[config.mk]
export PLATFORM = sky130hd
export DESIGN_NAME = xoodyak_decrypt
export DESIGN_NICKNAME = d
export VERILOG_FILES = /design/src/rtl/xoodyak_decrypt.sv
export SDC_FILE = /design/constraint.sdc
export NUM_CORES = 2
export LEC_CHECK = 0
export CORE_AREA = 2 2 437 439
export DETAILED_ROUTE_END_ITERATION = 7
export DIE_AREA = 0 0 439 441
export HOLD_SLACK_MARGIN = 0.06
export MAX_ROUTING_LAYER = met4
export PLACE_DENSITY_LB_ADDON = 0.25
export SYNTH_ARGS = -nofsm -noshare
export SYNTH_HDL_FRONTEND = slang
export SYNTH_SLANG_ARGS = --single-unit
[constraint.sdc]
create_clock -name eph1 -period 14.7 [get_ports eph1]
set_input_delay 2.94 -clock eph1 [delete_from_list [all_inputs] [get_ports eph1]]
set_output_delay 2.94 -clock eph1 [all_outputs]
set_load 0.03 [all_outputs]
[src/rtl/xoodyak_decrypt.sv]
// xoodyak_decrypt: Xoodyak decryption stage.
// Takes the 384-bit Cyclist state after nonce/AD absorption, a 192-bit
// ciphertext block and a received 128-bit tag. It recovers the plaintext
// (Crypt phase), squeezes the tag (Squeeze phase) and compares the top
// TAG_W tag bits. One iterative Xoodoo core (one round per cycle) is
// shared by both phases.
//
// Ports:
//   eph1        clock, rising edge
//   reset       synchronous active-high reset
//   start       one-cycle request, sampled only in IDLE
//   state_in    post-AD state, captured with start
//   ciphertext  ciphertext block, captured with start
//   tag_in      received tag, captured with start
//   plaintext   recovered plaintext (registered)
//   tag_out     computed tag (registered)
//   tag_ok      compared tag bits match (registered)
//   busy        high from CRYPT through SQZ
//   decdone     one-cycle completion pulse
//
// Optional feature: define XOODYAK_DEC_RELEASE_GUARD_EN to withhold the
// plaintext until the tag has verified.
//
// State layout: lane i (i = 4*y + x) occupies bits [383-32*i -: 32], so
// plane 0 is state[383:256] and lane x=0 of each plane is its top word.
module xoodyak_decrypt #(
    parameter int TAG_W = 128
) (
    input  logic         eph1,
    input  logic         reset,
    input  logic         start,
    input  logic [383:0] state_in,
    input  logic [191:0] ciphertext,
    input  logic [127:0] tag_in,
    output logic [191:0] plaintext,
    output logic [127:0] tag_out,
    output logic         tag_ok,
    output logic         busy,
    output logic         decdone
);

    typedef enum logic [1:0] {IDLE, CRYPT, SQZ, DONE} state_t;

    localparam logic [383:0] DOM_CRYPT = 384'h80;
    localparam logic [383:0] DOM_SQZ   = 384'h40;
    localparam logic [127:0] TAG_MASK  = {128{1'b1}} << (128 - TAG_W);

    state_t       fsm;
    logic [383:0] st_reg;
    logic [191:0] ct_reg;
    logic [127:0] tag_reg;
`ifdef XOODYAK_DEC_RELEASE_GUARD_EN
    logic [191:0] pt_hold;
`endif

    logic         perm_start;
    logic         perm_run;
    logic [3:0]   rnd;
    logic         perm_done;
    logic [383:0] perm_state;
    logic [383:0] perm_in;
    logic [383:0] round_in;
    logic [383:0] round_out;
    logic [31:0]  round_rc;
    logic [191:0] recovered;
    logic [383:0] seed;
    logic         tag_match;

    function automatic logic [31:0] rol32(input logic [31:0] v, input int n);
        return (v << n) | (v >> (32 - n));
    endfunction

    // Rotate every lane of a plane by n bits.
    function automatic logic [127:0] rolp(input logic [127:0] p, input int n);
        return {rol32(p[127:96], n), rol32(p[95:64], n),
                rol32(p[63:32], n), rol32(p[31:0], n)};
    endfunction

    // Lane x receives lane x-1 (x=0 is the top word).
    function automatic logic [127:0] lane_shift1(input logic [127:0] p);
        return {p[31:0], p[127:32]};
    endfunction

    // Lane x receives lane x-2.
    function automatic logic [127:0] lane_shift2(input logic [127:0] p);
        return {p[63:0], p[127:64]};
    endfunction

    function automatic logic [31:0] round_const(input logic [3:0] i);
        case (i)
            4'd0:    return 32'h0000_0058;
            4'd1:    return 32'h0000_0038;
            4'd2:    return 32'h0000_03C0;
            4'd3:    return 32'h0000_00D0;
            4'd4:    return 32'h0000_0120;
            4'd5:    return 32'h0000_0014;
            4'd6:    return 32'h0000_0060;
            4'd7:    return 32'h0000_002C;
            4'd8:    return 32'h0000_0380;
            4'd9:    return 32'h0000_00F0;
            4'd10:   return 32'h0000_01A0;
            4'd11:   return 32'h0000_0012;
            default: return 32'h0;
        endcase
    endfunction

    // One Xoodoo round: theta, rho-west, iota, chi, rho-east.
    function automatic logic [383:0] xoodoo_round(input logic [383:0] s,
                                                  input logic [31:0]  rc);
        logic [127:0] a0, a1, a2, p, e, n0, n1, n2;
        a0 = s[383:256];
        a1 = s[255:128];
        a2 = s[127:0];
        p  = a0 ^ a1 ^ a2;
        e  = rolp(lane_shift1(p), 5) ^ rolp(lane_shift1(p), 14);
        a0 = a0 ^ e;
        a1 = lane_shift1(a1 ^ e);
        a2 = rolp(a2 ^ e, 11);
        a0[127:96] = a0[127:96] ^ rc;
        n0 = a0 ^ (~a1 & a2);
        n1 = a1 ^ (~a2 & a0);
        n2 = a2 ^ (~a0 & a1);
        return {n0, rolp(n1, 1), rolp(lane_shift2(n2), 8)};
    endfunction

    // The start cycle already applies round 0 to the fresh input, so
    // the 12th round lands at the end of start+11 and done is high at
    // start+12.
    always_comb begin
        perm_in   = st_reg ^ ((fsm == CRYPT) ? DOM_CRYPT : DOM_SQZ);
        round_in  = perm_start ? perm_in : perm_state;
        round_rc  = round_const(perm_start ? 4'd0 : rnd);
        round_out = xoodoo_round(round_in, round_rc);
        perm_done = perm_run && (rnd == 4'd12);
        recovered = ct_reg ^ perm_state[383:192];
        seed      = {ct_reg, perm_state[191:185], ~perm_state[184], perm_state[183:0]};
        // Full-width XOR then a single OR reduction: no early exit.
        tag_match = ~|((perm_state[127:0] ^ tag_reg) & TAG_MASK);
    end

    always_ff @(posedge eph1) begin
        if (reset) begin
            perm_run <= 1'b0;
            rnd      <= 4'd0;
        end else if (perm_start) begin
            perm_run <= 1'b1;
            rnd      <= 4'd1;
        end else if (perm_run) begin
            if (rnd == 4'd12)
                perm_run <= 1'b0;
            else
                rnd <= rnd + 4'd1;
        end
    end

    always_ff @(posedge eph1) begin
        if (perm_start || (perm_run && rnd != 4'd12))
            perm_state <= round_out;
    end

    // Operand registers; st_reg is reused for the squeeze seed.
    always_ff @(posedge eph1) begin
        if (fsm == IDLE && start) begin
            st_reg  <= state_in;
            ct_reg  <= ciphertext;
            tag_reg <= tag_in;
        end else if (fsm == CRYPT && perm_done) begin
            st_reg  <= seed;
`ifdef XOODYAK_DEC_RELEASE_GUARD_EN
            pt_hold <= recovered;
`endif
        end
    end

    always_ff @(posedge eph1) begin
        if (reset) begin
            fsm        <= IDLE;
            perm_start <= 1'b0;
            busy       <= 1'b0;
            decdone    <= 1'b0;
            plaintext  <= '0;
            tag_out    <= '0;
            tag_ok     <= 1'b0;
        end else begin
            perm_start <= 1'b0;
            decdone    <= 1'b0;
            case (fsm)
                IDLE: begin
                    if (start) begin
                        plaintext  <= '0;
                        tag_out    <= '0;
                        tag_ok     <= 1'b0;
                        perm_start <= 1'b1;
                        busy       <= 1'b1;
                        fsm        <= CRYPT;
                    end
                end
                CRYPT: begin
                    if (perm_done) begin
`ifndef XOODYAK_DEC_RELEASE_GUARD_EN
                        plaintext  <= recovered;
`endif
                        perm_start <= 1'b1;
                        fsm        <= SQZ;
                    end
                end
                SQZ: begin
                    if (perm_done) begin
                        tag_out <= perm_state[127:0];
                        tag_ok  <= tag_match;
`ifdef XOODYAK_DEC_RELEASE_GUARD_EN
                        plaintext <= tag_match ? pt_hold : '0;
`endif
                        busy    <= 1'b0;
                        decdone <= 1'b1;
                        fsm     <= DONE;
                    end
                end
                default: fsm <= IDLE;
            endcase
        end
    end

endmodule

==> impl_metrics.tcl <==
set metrics [dict create \
    ff2ff_setup_slack_ns 8.76 \
    clkSinkCount 1419 \
    rows 160 \
    ant_nets 0 \
    cts_tree "done" \
    required_ns 15.28 \
    grt_pass1_vias 49400 \
    critical-path-max-stage-delay_ns 0.73 \
    rr_startpoint "perm_start$_SDFF_PP0_" \
    postCtsSetupRepairBufs 0 \
    synth_edf_count 1088 \
    vias 52000 \
    rr_endpoint "perm_state[57]$_DFFE_PP_" \
    status "finished clean" \
    final_layout_size_suffix_gt1_share_pct 14.3 \
    synth-async-reset-ratio_pct 0 \
    via_per_inst 5.64 \
    path_max_fanout 162 \
    holdWs_ns 0.452 \
    synth_top_cell_area_share_pct 43.5 \
    die_area_um2 194000 \
    worst-r2r-cell-count 7 \
    synth_cell_types 61 \
    gp_congestion 1.04 \
    syn-mean-instance-area_um2 13.8 \
    die_w_um 439 \
    core_area_um2 189000 \
    finalCritPeriodShare_pct 41.4 \
    area_growth_syn_to_layout_pct 25.4 \
    final-seq-area_um2 39300 \
    path_delay_family "buffers and inverters" \
    crit_chain "clkdlybuf4s50_1 -> nand2_1 -> inv_8 -> buf_12 -> buf_12 -> mux2_2" \
    synth-seq-cells 1419 \
    crit_buf_inv 4 \
    worstSkewPairLatency_ns 0.87 \
    hold_buffers 0 \
    multi_input_area_um2 34600 \
    fin_tns_setup_ns 0 \
    dp_cells 8876 \
    hold_violations 0 \
    fp.dieH_um 441 \
    finalClockSkew_ns 0.0509 \
    finalSetupViolCount 0 \
    hold_path_depth 2 \
    final_util_pct 49.8 \
    synth_cells 5439 \
    holdCritStartpoint "tag_out[53]$_SDFFE_PP0P_" \
    drv_slew 0 \
    cts.path.max_buffers 3 \
    io_buffers 1029 \
    fin_nets 7245 \
    antenna_found_initial 44 \
    grt_pass1_wl_mm 456 \
    hp-class "reg -> reg" \
    dp_hpwl_mm 284 \
    avgRoutedWirePerCell_um 38.6 \
    ys.flop_type "edfxtp_1" \
    max_freq_mhz 164 \
    crit_arrival_ns 6.66 \
    worst_path_max_delay_cell "inv_8" \
    tightest_slew_ns 1.41 \
    track_usage_pct 36.8 \
    ios 1030 \
    fillCellCount 16600 \
    start_util_pct 39.7 \
    synth.yosys.seq_area_share_pct 52.3 \
    cap_violations 0 \
    min_period_ns 6.09 \
    synth_area_um2 75200 \
    synth.largest_area_cell "edfxtp_1" \
    cts_made_buffers 165 \
    grt_overflow 0 \
    grt_max_degree 169 \
    critical_path_class "in -> reg" \
    cp_common_cell "buf_12" \
    synthTopCellsByArea "edfxtp_1 43%, dfxtp_1 8.8%, xnor3_1 7.9%, xor2_1 7.4%, mux2_2 5.3%" \
    routed_wirelength_mm 356 \
    syn-num-nets 6152 \
    rsz0062_at_grt "false" \
    cts.htree.levels 4 \
    end_kind "flip-flop" \
    first_iter_violations 6692 \
    fin_cells 9217 \
    drt_pass1_iterations 6 \
    whs_endpoint "tag_out[53]$_SDFFE_PP0P_" \
    start_kind "primary input" \
    yosys_warnings 0 \
    clk_pin_slew_ns 0.06 \
    drc 0 \
    cts_resized 0 \
    relSlewSlack_pct 5.74 \
    cts_root_buffer "clkbuf_16" \
]
-- cell families after synthesis --
| group | after synthesis | share of synthesized area, % |
|---|---|---|
| flops | 1419 | 52.3 |
| xor+xnor | 1410 | 22.2 |
| simple gates | 993 | 5.93 |
| mux | 863 | 13.7 |
| compound gates | 442 | 3.90 |
| buf+inv | 306 | 1.85 |
| fa+ha+maj | 6 | 0.0999 |
-- routing by layer --
layer | wire [um] | part of all wire [%] | vias to the layer above | track usage (%)
li1 | - | - | 21700 | -
met1 | 141000 | 40 | 27100 | 46.4
met2 | 166000 | 47 | 2748 | 57.2
met3 | 27400 | 7.7 | 545 | 6.20
met4 | 21700 | 6.1 | 0 | 18.8
met5 | 0 | 0 | - | -
-- per-stage QoR --
stage                     instance area (um^2)  worst slack (ns)
after global placement                   88700              8.02
after detailed placement                 88700              7.97
after global routing                     94200              8.66
after floorplan                          75200              1.54
final                                    94200              8.61
after CTS                                94200              8.89
-- synth_stat cells, types with 3 or more instances --
| library cell | instances |
|---|---|
| buf_2 | 19 |
| edfxtp_1 | 1088 |
| nand4_1 | 14 |
| nor4_1 | 20 |
| o2bb2ai_1 | 10 |
| xnor2_1 | 412 |
| a22o_1 | 12 |
| dfxtp_1 | 331 |
| o2111ai_1 | 5 |
| xor2_1 | 637 |
| o211ai_1 | 3 |
| nor3_1 | 7 |
| nand2_1 | 297 |
| nor2_1 | 344 |
| and3_1 | 3 |
| a22oi_1 | 194 |
| buf_6 | 15 |
| mux2_2 | 355 |
| ha_1 | 6 |
| buf_1 | 3 |
| o21ai_0 | 32 |
| mux2i_4 | 91 |
| inv_1 | 71 |
| mux2i_1 | 399 |
| xnor3_1 | 264 |
| nand2b_1 | 141 |
| a2111oi_0 | 7 |
| clkbuf_1 | 170 |
| a21oi_1 | 138 |
| mux2i_2 | 18 |
| xor2_2 | 95 |
| nand3_1 | 134 |
| nor3b_1 | 4 |
| buf_4 | 26 |
| o22ai_1 | 22 |
| nor2b_1 | 19 |
-- tightest hold or removal path: cells and delay by family, from the launching register on --
kind            cells  cell delay, ns
flops               1            0.31
simple gates        1            0.05
compound gates      1            0.05
-- how the worst max path moves through the flow --
stage                          startpoint                        to  slack [ns]  depth (start not counted)
global route                        start      st_reg[90]$_DFFE_PP_        8.66                          6
finish                              start      st_reg[90]$_DFFE_PP_        8.61                          6
floorplan                           start     st_reg[101]$_DFFE_PP_        1.54                          5
CTS                 perm_start$_SDFF_PP0_  perm_state[57]$_DFFE_PP_        8.89                          7
detailed placement                  start     st_reg[210]$_DFFE_PP_        7.97                          5
global placement                    start     st_reg[207]$_DFFE_PP_        8.02                          5
-- cell type report --
cell class	instances	area share [%]
diodes	32	0.0850
repair buffers	1160	12.1
well taps	2511	3.33
clock buffers	234	4.93
inverters	72	0.295
multi-input cells	3714	36.7
flip-flops and latches	1419	41.7
clock inverters	75	0.913
-- cell usage in the layout (no fill, tap or decap), types with 48 or more instances in the layout --
cell type and n:
clkbuf_1 48, xnor3_1 264, buf_4 123, nand3_1 134
xor2_2 96, dfxtp_1 330, nand2b_1 141, a22oi_1 194
nor2_1 344, nand2_1 295, mux2i_1 399, clkbuf_16 169
xor2_1 636, edfxtp_1 1088, inv_1 71, mux2i_4 91
xnor2_1 411, mux2_2 355, a21oi_1 137, clkdlybuf4s50_1 1028
Power is not shown: default switching activity piles up to over one toggle a cycle in this logic, so the estimate is an artifact.
